<file path="config.mk">
export PLATFORM = sky130hd
export DESIGN_NAME = application_fsm
export DESIGN_NICKNAME = d
export VERILOG_FILES = /design/src/rtl/application_fsm.sv
export SDC_FILE = /design/constraint.sdc
export NUM_CORES = 1
export LEC_CHECK = 0
export CAP_MARGIN = 20
export CORE_AREA = 3 3 40 42
export CTS_CLUSTER_SIZE = 16
export DETAILED_ROUTE_END_ITERATION = 7
export DIE_AREA = 0 0 43 45
export HOLD_SLACK_MARGIN = 0.08
export PLACE_DENSITY = 0.52
export SLEW_MARGIN = 40
export SYNTH_ARGS = -nofsm -noshare
export SYNTH_HDL_FRONTEND = slang
export SYNTH_SLANG_ARGS = --single-unit
</file>
<file path="constraint.sdc">
create_clock -name clk -period 1.1 [get_ports clk]
set_input_delay 0.275 -clock clk [delete_from_list [all_inputs] [get_ports clk]]
set_output_delay 0.275 -clock clk [all_outputs]
set_load 0.1 [all_outputs]
</file>
<file path="src/rtl/application_fsm.sv">
// Moore recogniser for the event pattern a,b,a,a,b on edge-detected inputs a and b.
// Define APPLICATION_OVERLAP_EN for overlapping detection; otherwise detection is non-overlapping.
module application_fsm (
    input  logic       clk,
    input  logic       reset,
    input  logic       a,
    input  logic       b,
    output logic       out,
    output logic [2:0] state
);

    typedef enum logic [2:0] {
        S0 = 3'd0,
        S1 = 3'd1,
        S2 = 3'd2,
        S3 = 3'd3,
        S4 = 3'd4,
        S5 = 3'd5
    } state_t;

    logic [2:0] r_state;
    logic       r_a_d;
    logic       r_b_d;
    logic       r_out;

    logic       w_ev_a;
    logic       w_ev_b;
    state_t     w_on_a;
    state_t     w_on_b;
    state_t     w_hold;
    state_t     w_next;

    // One event per input pulse, however long it is held.
    assign w_ev_a = a & ~r_a_d;
    assign w_ev_b = b & ~r_b_d;

    always_ff @(posedge clk or posedge reset) begin
        if (reset) begin
            r_state <= 3'(S0);
            r_a_d   <= 1'b0;
            r_b_d   <= 1'b0;
            r_out   <= 1'b0;
        end else begin
            r_state <= 3'(w_next);
            r_a_d   <= a;
            r_b_d   <= b;
            r_out   <= (w_next == S5);
        end
    end

    // Per-state targets for each event class; unused codes collapse to S0.
    always_comb begin
        w_on_a = S0;
        w_on_b = S0;
        w_hold = S0;
        w_next = S0;
        case (r_state)
            3'(S0): begin w_on_a = S1; w_on_b = S0; w_hold = S0; end
            3'(S1): begin w_on_a = S1; w_on_b = S2; w_hold = S1; end
            3'(S2): begin w_on_a = S3; w_on_b = S0; w_hold = S2; end
            3'(S3): begin w_on_a = S4; w_on_b = S2; w_hold = S3; end
            3'(S4): begin w_on_a = S1; w_on_b = S5; w_hold = S4; end
            3'(S5): begin
`ifdef APPLICATION_OVERLAP_EN
                w_on_a = S3;
`else
                w_on_a = S1;
`endif
                w_on_b = S0;
                w_hold = S5;
            end
            default: begin w_on_a = S0; w_on_b = S0; w_hold = S0; end
        endcase

        if (w_ev_a && w_ev_b)
            w_next = S0;
        else if (w_ev_a)
            w_next = w_on_a;
        else if (w_ev_b)
            w_next = w_on_b;
        else
            w_next = w_hold;
    end

    assign out   = r_out;
    assign state = r_state;

endmodule

</file>
==> results.sh, run 1 <==
export IMPL_gp_congestion=0.725
export IMPL_cts_tree="built"
export IMPL_clk_latency_ns=0.24
export IMPL_grt_setup_unrepaired="true"
export IMPL_syn_num_nets=30
export IMPL_numCtsBuffers=3
export IMPL_wl_per_cell_um=11.2
export IMPL_die_width_um=43
export IMPL_port_buffers=7
export IMPL_synth_top_area_share=0.522
export IMPL_max_stage_delay_ns=0.49
export IMPL_clockRootBuffer="clkbuf_4"
export IMPL_synthDistinctLibCells=17
export IMPL_via_per_inst=4.28
export IMPL_period_minus_slack_ns=1.18
export IMPL_synth_area_leaders="dfrtp_1 52%, nor2b_4 4.8%, nor2b_1 4.3%, o22ai_2 4.3%, nand2_1 3.9%"
export IMPL_avgSynthCellArea_um2=11.1
export IMPL_grt_ovfl_total=0
export IMPL_final_nets=48
export IMPL_diodes=0
export IMPL_die_y_um=45
export IMPL_grt_pass1_vias=248
export IMPL_power_density_mw_per_mm2=1840
export IMPL_drc=0
export IMPL_core_mm2=0.00128
export IMPL_critical_path_startpoint_type="register"
export IMPL_drtIter0Drc=2
export IMPL_setup_slack_ns=-0.0798
export IMPL_cp_max_fo=2
export IMPL_finalNonFillerCells=57
export IMPL_crit_family="flip-flops"
export IMPL_yosysTopAreaCell="dfrtp_1"
export IMPL_dpl_worst_slack_ns=-0.307
export IMPL_worstSetupEndpointType="output port"
export IMPL_maxSlewViolCount=0
export IMPL_setup_viol=6
export IMPL_timing_slew_headroom=0.843
export IMPL_hpwl_um=449
export IMPL_dieArea_mm2=0.00194
export IMPL_synth_commonest_cells="6 x dfrtp_1, 3 x nand2_1, 2 x nor2_1, 2 x nor2b_1"
export IMPL_grt_max_degree=7
export IMPL_ant_nets=0
export IMPL_yosysSeqAreaShare=0.522
export IMPL_ys_flop_type="dfrtp_1"
export IMPL_synth_cells=26
export IMPL_core_rowCount=13
export IMPL_first_pass_iters=2
export IMPL_worst_pin_slew_ns=0.235
export IMPL_leakagePower_nw=0.224
export IMPL_worstSetupPathType="reg -> out"
export IMPL_ir_worst_vdd_mv=1.02
export IMPL_vias=244
export IMPL_grt_use_total=0.0872
export IMPL_wl_um=637
export IMPL_arrival_ns=0.90
export IMPL_io_pins=8
export IMPL_finalCoreUtilization=0.410
export IMPL_cp_data_required_time_ns=0.82
export IMPL_dp_cells=51
export IMPL_max_cap_violations=0
export IMPL_clk_pin_slew_ns=0.04
export IMPL_hold_class="in -> async"
export IMPL_areaGrowthSynthToFinish_pct=83.0
export IMPL_hold_slack_ns=0.262
export IMPL_cts_buffer_depth=2
export IMPL_cts_sinks=6
export IMPL_min_period_over_period=1.07
export IMPL_slowest_stage="dfrtp_4"
export IMPL_synth_edff_count=0
export IMPL_run_status="finished, violations left"
export IMPL_cp_num_buf_inv=1
export IMPL_cp_cell_sequence="buf_12"
export IMPL_antenna_found_initial=0
export IMPL_finalHoldViolCount=0
export IMPL_grt_pass1_wl_um=1150
export IMPL_fmax_ghz=0.848
export IMPL_h_tree_depth=1
export IMPL_start_util=0.224
export IMPL_async_reset_ff_frac=1.00
export IMPL_ys_ff_latch=6
export IMPL_skew_ns=0.000839
export IMPL_failed_checks="setup timing"
export IMPL_ys_warn_count=0
export IMPL_syn_area_um2=288
export IMPL_drive_gt1_frac=0.595
export IMPL_synth_most_common_cell="dfrtp_1"
==> state kept, by name, indices dropped and copies added (netlist names) <==
| name | flops |
|---|---|
| r_b_d | 1 |
| state | 3 |
| out | 1 |
| r_a_d | 1 |
==> where the power goes <==
| group | switching, mW | total (mW) | leakage, nW | internal, mW |
|---|---|---|---|---|
| clock network | 0.0691 | 0.192 | 0.0138 | 0.123 |
| registers | 0.0341 | 0.299 | 0.0697 | 0.265 |
| logic | 0.280 | 0.476 | 0.140 | 0.196 |
| total | 0.383 | 0.967 | 0.224 | 0.584 |
==> cells by family after synthesis <==
family | synth area share
simple gates | 0.309
flops | 0.522
compound gates | 0.0913
xor+xnor | 0.0304
mux | 0.0348
buf+inv | 0.0130
==> cells in the final DEF, fill, tap and decap left out <==
cell type / Yosys / routed
buf_4: 0 / 5
buf_12: 0 / 4
clkbuf_4: 0 / 3
dfrtp_4: 0 / 3
nor2b_4: 1 / 2
nor2_1: 2 / 2
nand2_1: 3 / 2
clkdlybuf4s50_1: 0 / 2
dfrtp_1: 6 / 2
nor3b_4: 0 / 1
nor2b_1: 2 / 1
nor4b_2: 0 / 1
mux2i_1: 1 / 1
a21o_2: 1 / 1
nand2b_1: 1 / 1
nand3_1: 1 / 1
o21ai_0: 1 / 1
and2_2: 1 / 1
nand2_2: 0 / 1
or3b_1: 1 / 1
o22ai_2: 1 / 1
xnor2_1: 1 / 1
inv_1: 1 / 1
dlygate4sd2_1: 0 / 1
dfrtp_2: 0 / 1
buf_6: 0 / 1
==> final cells by class <==
type                    instances  area (um^2)
inverters                       1         3.75
repair buffers                 13          158
well taps                      15         18.8
flip-flops and latches          6          163
clock buffers                   3         22.5
fillers                       131          758
multi-input cells              19          161
==> worst reg2reg max path: stages (launching register included) <==
cell     delay, ns
dfrtp_4       0.48
buf_6         0.13
or3b_1        0.36
o22ai_2       0.10
==> path summary, 6_finish.rpt <==
check	endpoint	cells after the start	startpoint	slack [ns]
max	state[1]	1	state[1]	-0.08
min	state[0]	2	reset	0.26
max reg2reg	state[2]	3	state[2]	-0.05
min reg2reg	state[2]	3	r_a_d	0.60
max in group asynchronous	state[2]	2	reset	0.62
min in group clk	r_b_d	2	b	0.40
==> timing repair <==
action | CTS | global route
endpoints found under the setup margin | 6 | 7
hold buffers | 0 | 0
hold endpoints to repair | 0 | 0
gates resized for setup | 4 | 3
pin swaps | 2 | 0
cloned | 0 | 0
setup buffers | 3 | 0
==> per-stage QoR <==
step	power, mW	area [um^2]	setup TNS, ns
2_1_floorplan	0.557	305	-0.0686
3_3_place_gp	0.712	457	-1.04
3_5_place_dp	0.713	457	-1.10
4_1_cts	0.971	517	-0.349
5_1_grt	1.02	527	-0.571
6_report	0.967	527	-0.307
==> layer usage <==
layer  vias to the layer above  routed length, um  GRT usage
li1                        121                  -          -
met1                       115                270      0.103
met2                         8                309      0.117
met3                         0                 57     0.0558
met4                         0                  0     0.0542
met5                         -                  0          0
Power figures use the tool's default switching activity.
==> run 2, diff against run 1 <==
Settings changed: CTS_BUF_LIST set to sky130_fd_sc_hd__clkbuf_2.
==> run 2 against run 1 <==
The flow still finishes with violations (setup timing). Register-to-register slack better by 0.02 ns. Design area down 0.95%. Via count grew 2.5%. Final cell count unchanged. First-iteration DRC count rose by 50%. Maximum frequency increased by 1.1%. Combinational power up 1%. Power is 3.7% lower. Largest cell class is now multi-input combinational cells.
==> results.sh, run 2 (same netlist as run 1, synthesis figures left out) <==
export IMPL_power_density_mw_per_mm2=1780
export IMPL_clk_pin_slew_ns=0.05
export IMPL_diodes=0
export IMPL_worst_pin_slew_ns=0.246
export IMPL_numCtsBuffers=3
export IMPL_hold_slack_ns=0.281
export IMPL_dpl_worst_slack_ns=-0.307
export IMPL_max_stage_delay_ns=0.50
export IMPL_critical_path_startpoint_type="register"
export IMPL_worstSetupEndpointType="output port"
export IMPL_cts_buffer_depth=2
export IMPL_skew_ns=0.00183
export IMPL_ir_worst_vdd_mv=0.879
export IMPL_cts_sinks=6
export IMPL_switching_power_mw=0.392
export IMPL_cp_max_fo=2
export IMPL_cp_data_required_time_ns=0.82
export IMPL_setup_slack_ns=-0.0666
export IMPL_gp_congestion=0.725
export IMPL_leakagePower_nw=0.224
export IMPL_maxSlewViolCount=0
export IMPL_port_buffers=7
export IMPL_intPower_mw=0.539
export IMPL_wl_per_cell_um=12.0
export IMPL_clkPwrFrac=0.159
export IMPL_layout_commonest_cell="buf_4"
export IMPL_drc=0
export IMPL_max_cap_violations=0
export IMPL_areaGrowthSynthToFinish_pct=81.3
export IMPL_drive_gt1_frac=0.619
export IMPL_grt_use_met2=0.126
export IMPL_first_pass_iters=3
export IMPL_grt_setup_unrepaired="true"
export IMPL_ant_nets=0
export IMPL_core_rowCount=13
export IMPL_met3_usage=0.0558
export IMPL_via_per_inst=4.39
export IMPL_antenna_found_initial=0
export IMPL_final_nets=48
export IMPL_grt_pass1_vias=261
export IMPL_failed_checks="setup timing"
export IMPL_finalPower_mw=0.931
export IMPL_grt_max_degree=7
export IMPL_min_period_over_period=1.06
export IMPL_use_met1=0.0983
export IMPL_seqPwrFrac=0.323
export IMPL_io_pins=8
export IMPL_vias=250
export IMPL_largest_register_ffs=3
export IMPL_core_mm2=0.00128
export IMPL_grt_pass1_wl_um=1170
export IMPL_fillers=131
export IMPL_period_minus_slack_ns=1.17
export IMPL_pwr_share_comb=0.518
export IMPL_h_tree_depth=1
export IMPL_finalNonFillerCells=57
export IMPL_die_y_um=45
export IMPL_dieArea_mm2=0.00194
export IMPL_run_status="finished, violations left"
export IMPL_clockRootBuffer="clkbuf_2"
export IMPL_wl_um=684
export IMPL_finalHoldViolCount=0
export IMPL_crit_family="flip-flops"
export IMPL_timing_slew_headroom=0.836
export IMPL_die_width_um=43
export IMPL_dp_cells=51
export IMPL_swShare=0.421
export IMPL_hold_buffers=0
export IMPL_final_cell_mix="5 x buf_4, 4 x buf_12, 3 x clkbuf_2, 3 x dfrtp_4"
export IMPL_grt_use_total=0.0905
export IMPL_cp_num_buf_inv=1
export IMPL_slowest_stage="dfrtp_4"
export IMPL_busiest_layer="met2"
export IMPL_arrival_ns=0.89
export IMPL_hold_class="in -> async"
export IMPL_fmax_ghz=0.857
export IMPL_clk_latency_ns=0.22
export IMPL_hpwl_um=449
export IMPL_drtIter0Drc=3
export IMPL_worstSetupPathType="reg -> out"
export IMPL_start_util=0.224
export IMPL_grt_ovfl_total=0
export IMPL_final_setup_tns_ns=-0.245
export IMPL_cp_cell_sequence="buf_12"
export IMPL_cts_tree="built"
export IMPL_setup_viol=5
-- run 2: power groups by stage --
stage / combinational, mW / sequential, mW / clock, mW
3_3_place_gp: 0.386 / 0.327 / 0
4_1_cts: 0.465 / 0.300 / 0.158
5_1_grt: 0.505 / 0.308 / 0.170
3_5_place_dp: 0.387 / 0.326 / 0
2_1_floorplan: 0.0744 / 0.483 / 0
6_report: 0.483 / 0.301 / 0.148
-- run 2: stage by stage --
step	utilization	cell area, um^2
4_1_cts	0.397	510
3_3_place_gp	0.355	457
2_1_floorplan	-	305
5_1_grt	0.406	522
3_5_place_dp	0.355	457
6_report	0.406	522
-- run 2: per-layer routing --
metal / vias to the layer above / part of all wire
li1: 119 / -
met1: 121 / 0.40
met2: 10 / 0.50
met3: 0 / 0.098
met4: 0 / 0
met5: - / 0
-- run 2: final timing paths --
check / start / to / slack (ns) / cells past startpoint
hold reg to reg: r_a_d / state[2] / 0.61 / 3
setup / recovery: state[0] / state[0] / -0.07 / 1
setup reg to reg: state[0] / state[0] / -0.03 / 4
min in group clk: b / r_b_d / 0.42 / 2
max in group asynchronous: reset / state[2] / 0.59 / 2
hold / removal: reset / state[1] / 0.28 / 2
-- run 2: what timing repair did --
action	in CTS	in global routing
endpoints found under the setup margin	6	7
buffers inserted	3	0
pin swaps	2	2
hold endpoints to repair	0	0
gates resized for setup	5	4
-- run 2: cell type report --
class                           instances  area [um^2]  area share
Multi-Input combinational cell         19          164       0.314
Tap cell                               15         18.8      0.0360
Inverter                                1         3.75     0.00719
Sequential cell                         6          163       0.312
Clock buffer                            3         15.0      0.0288
Timing Repair Buffer                   13          158       0.302
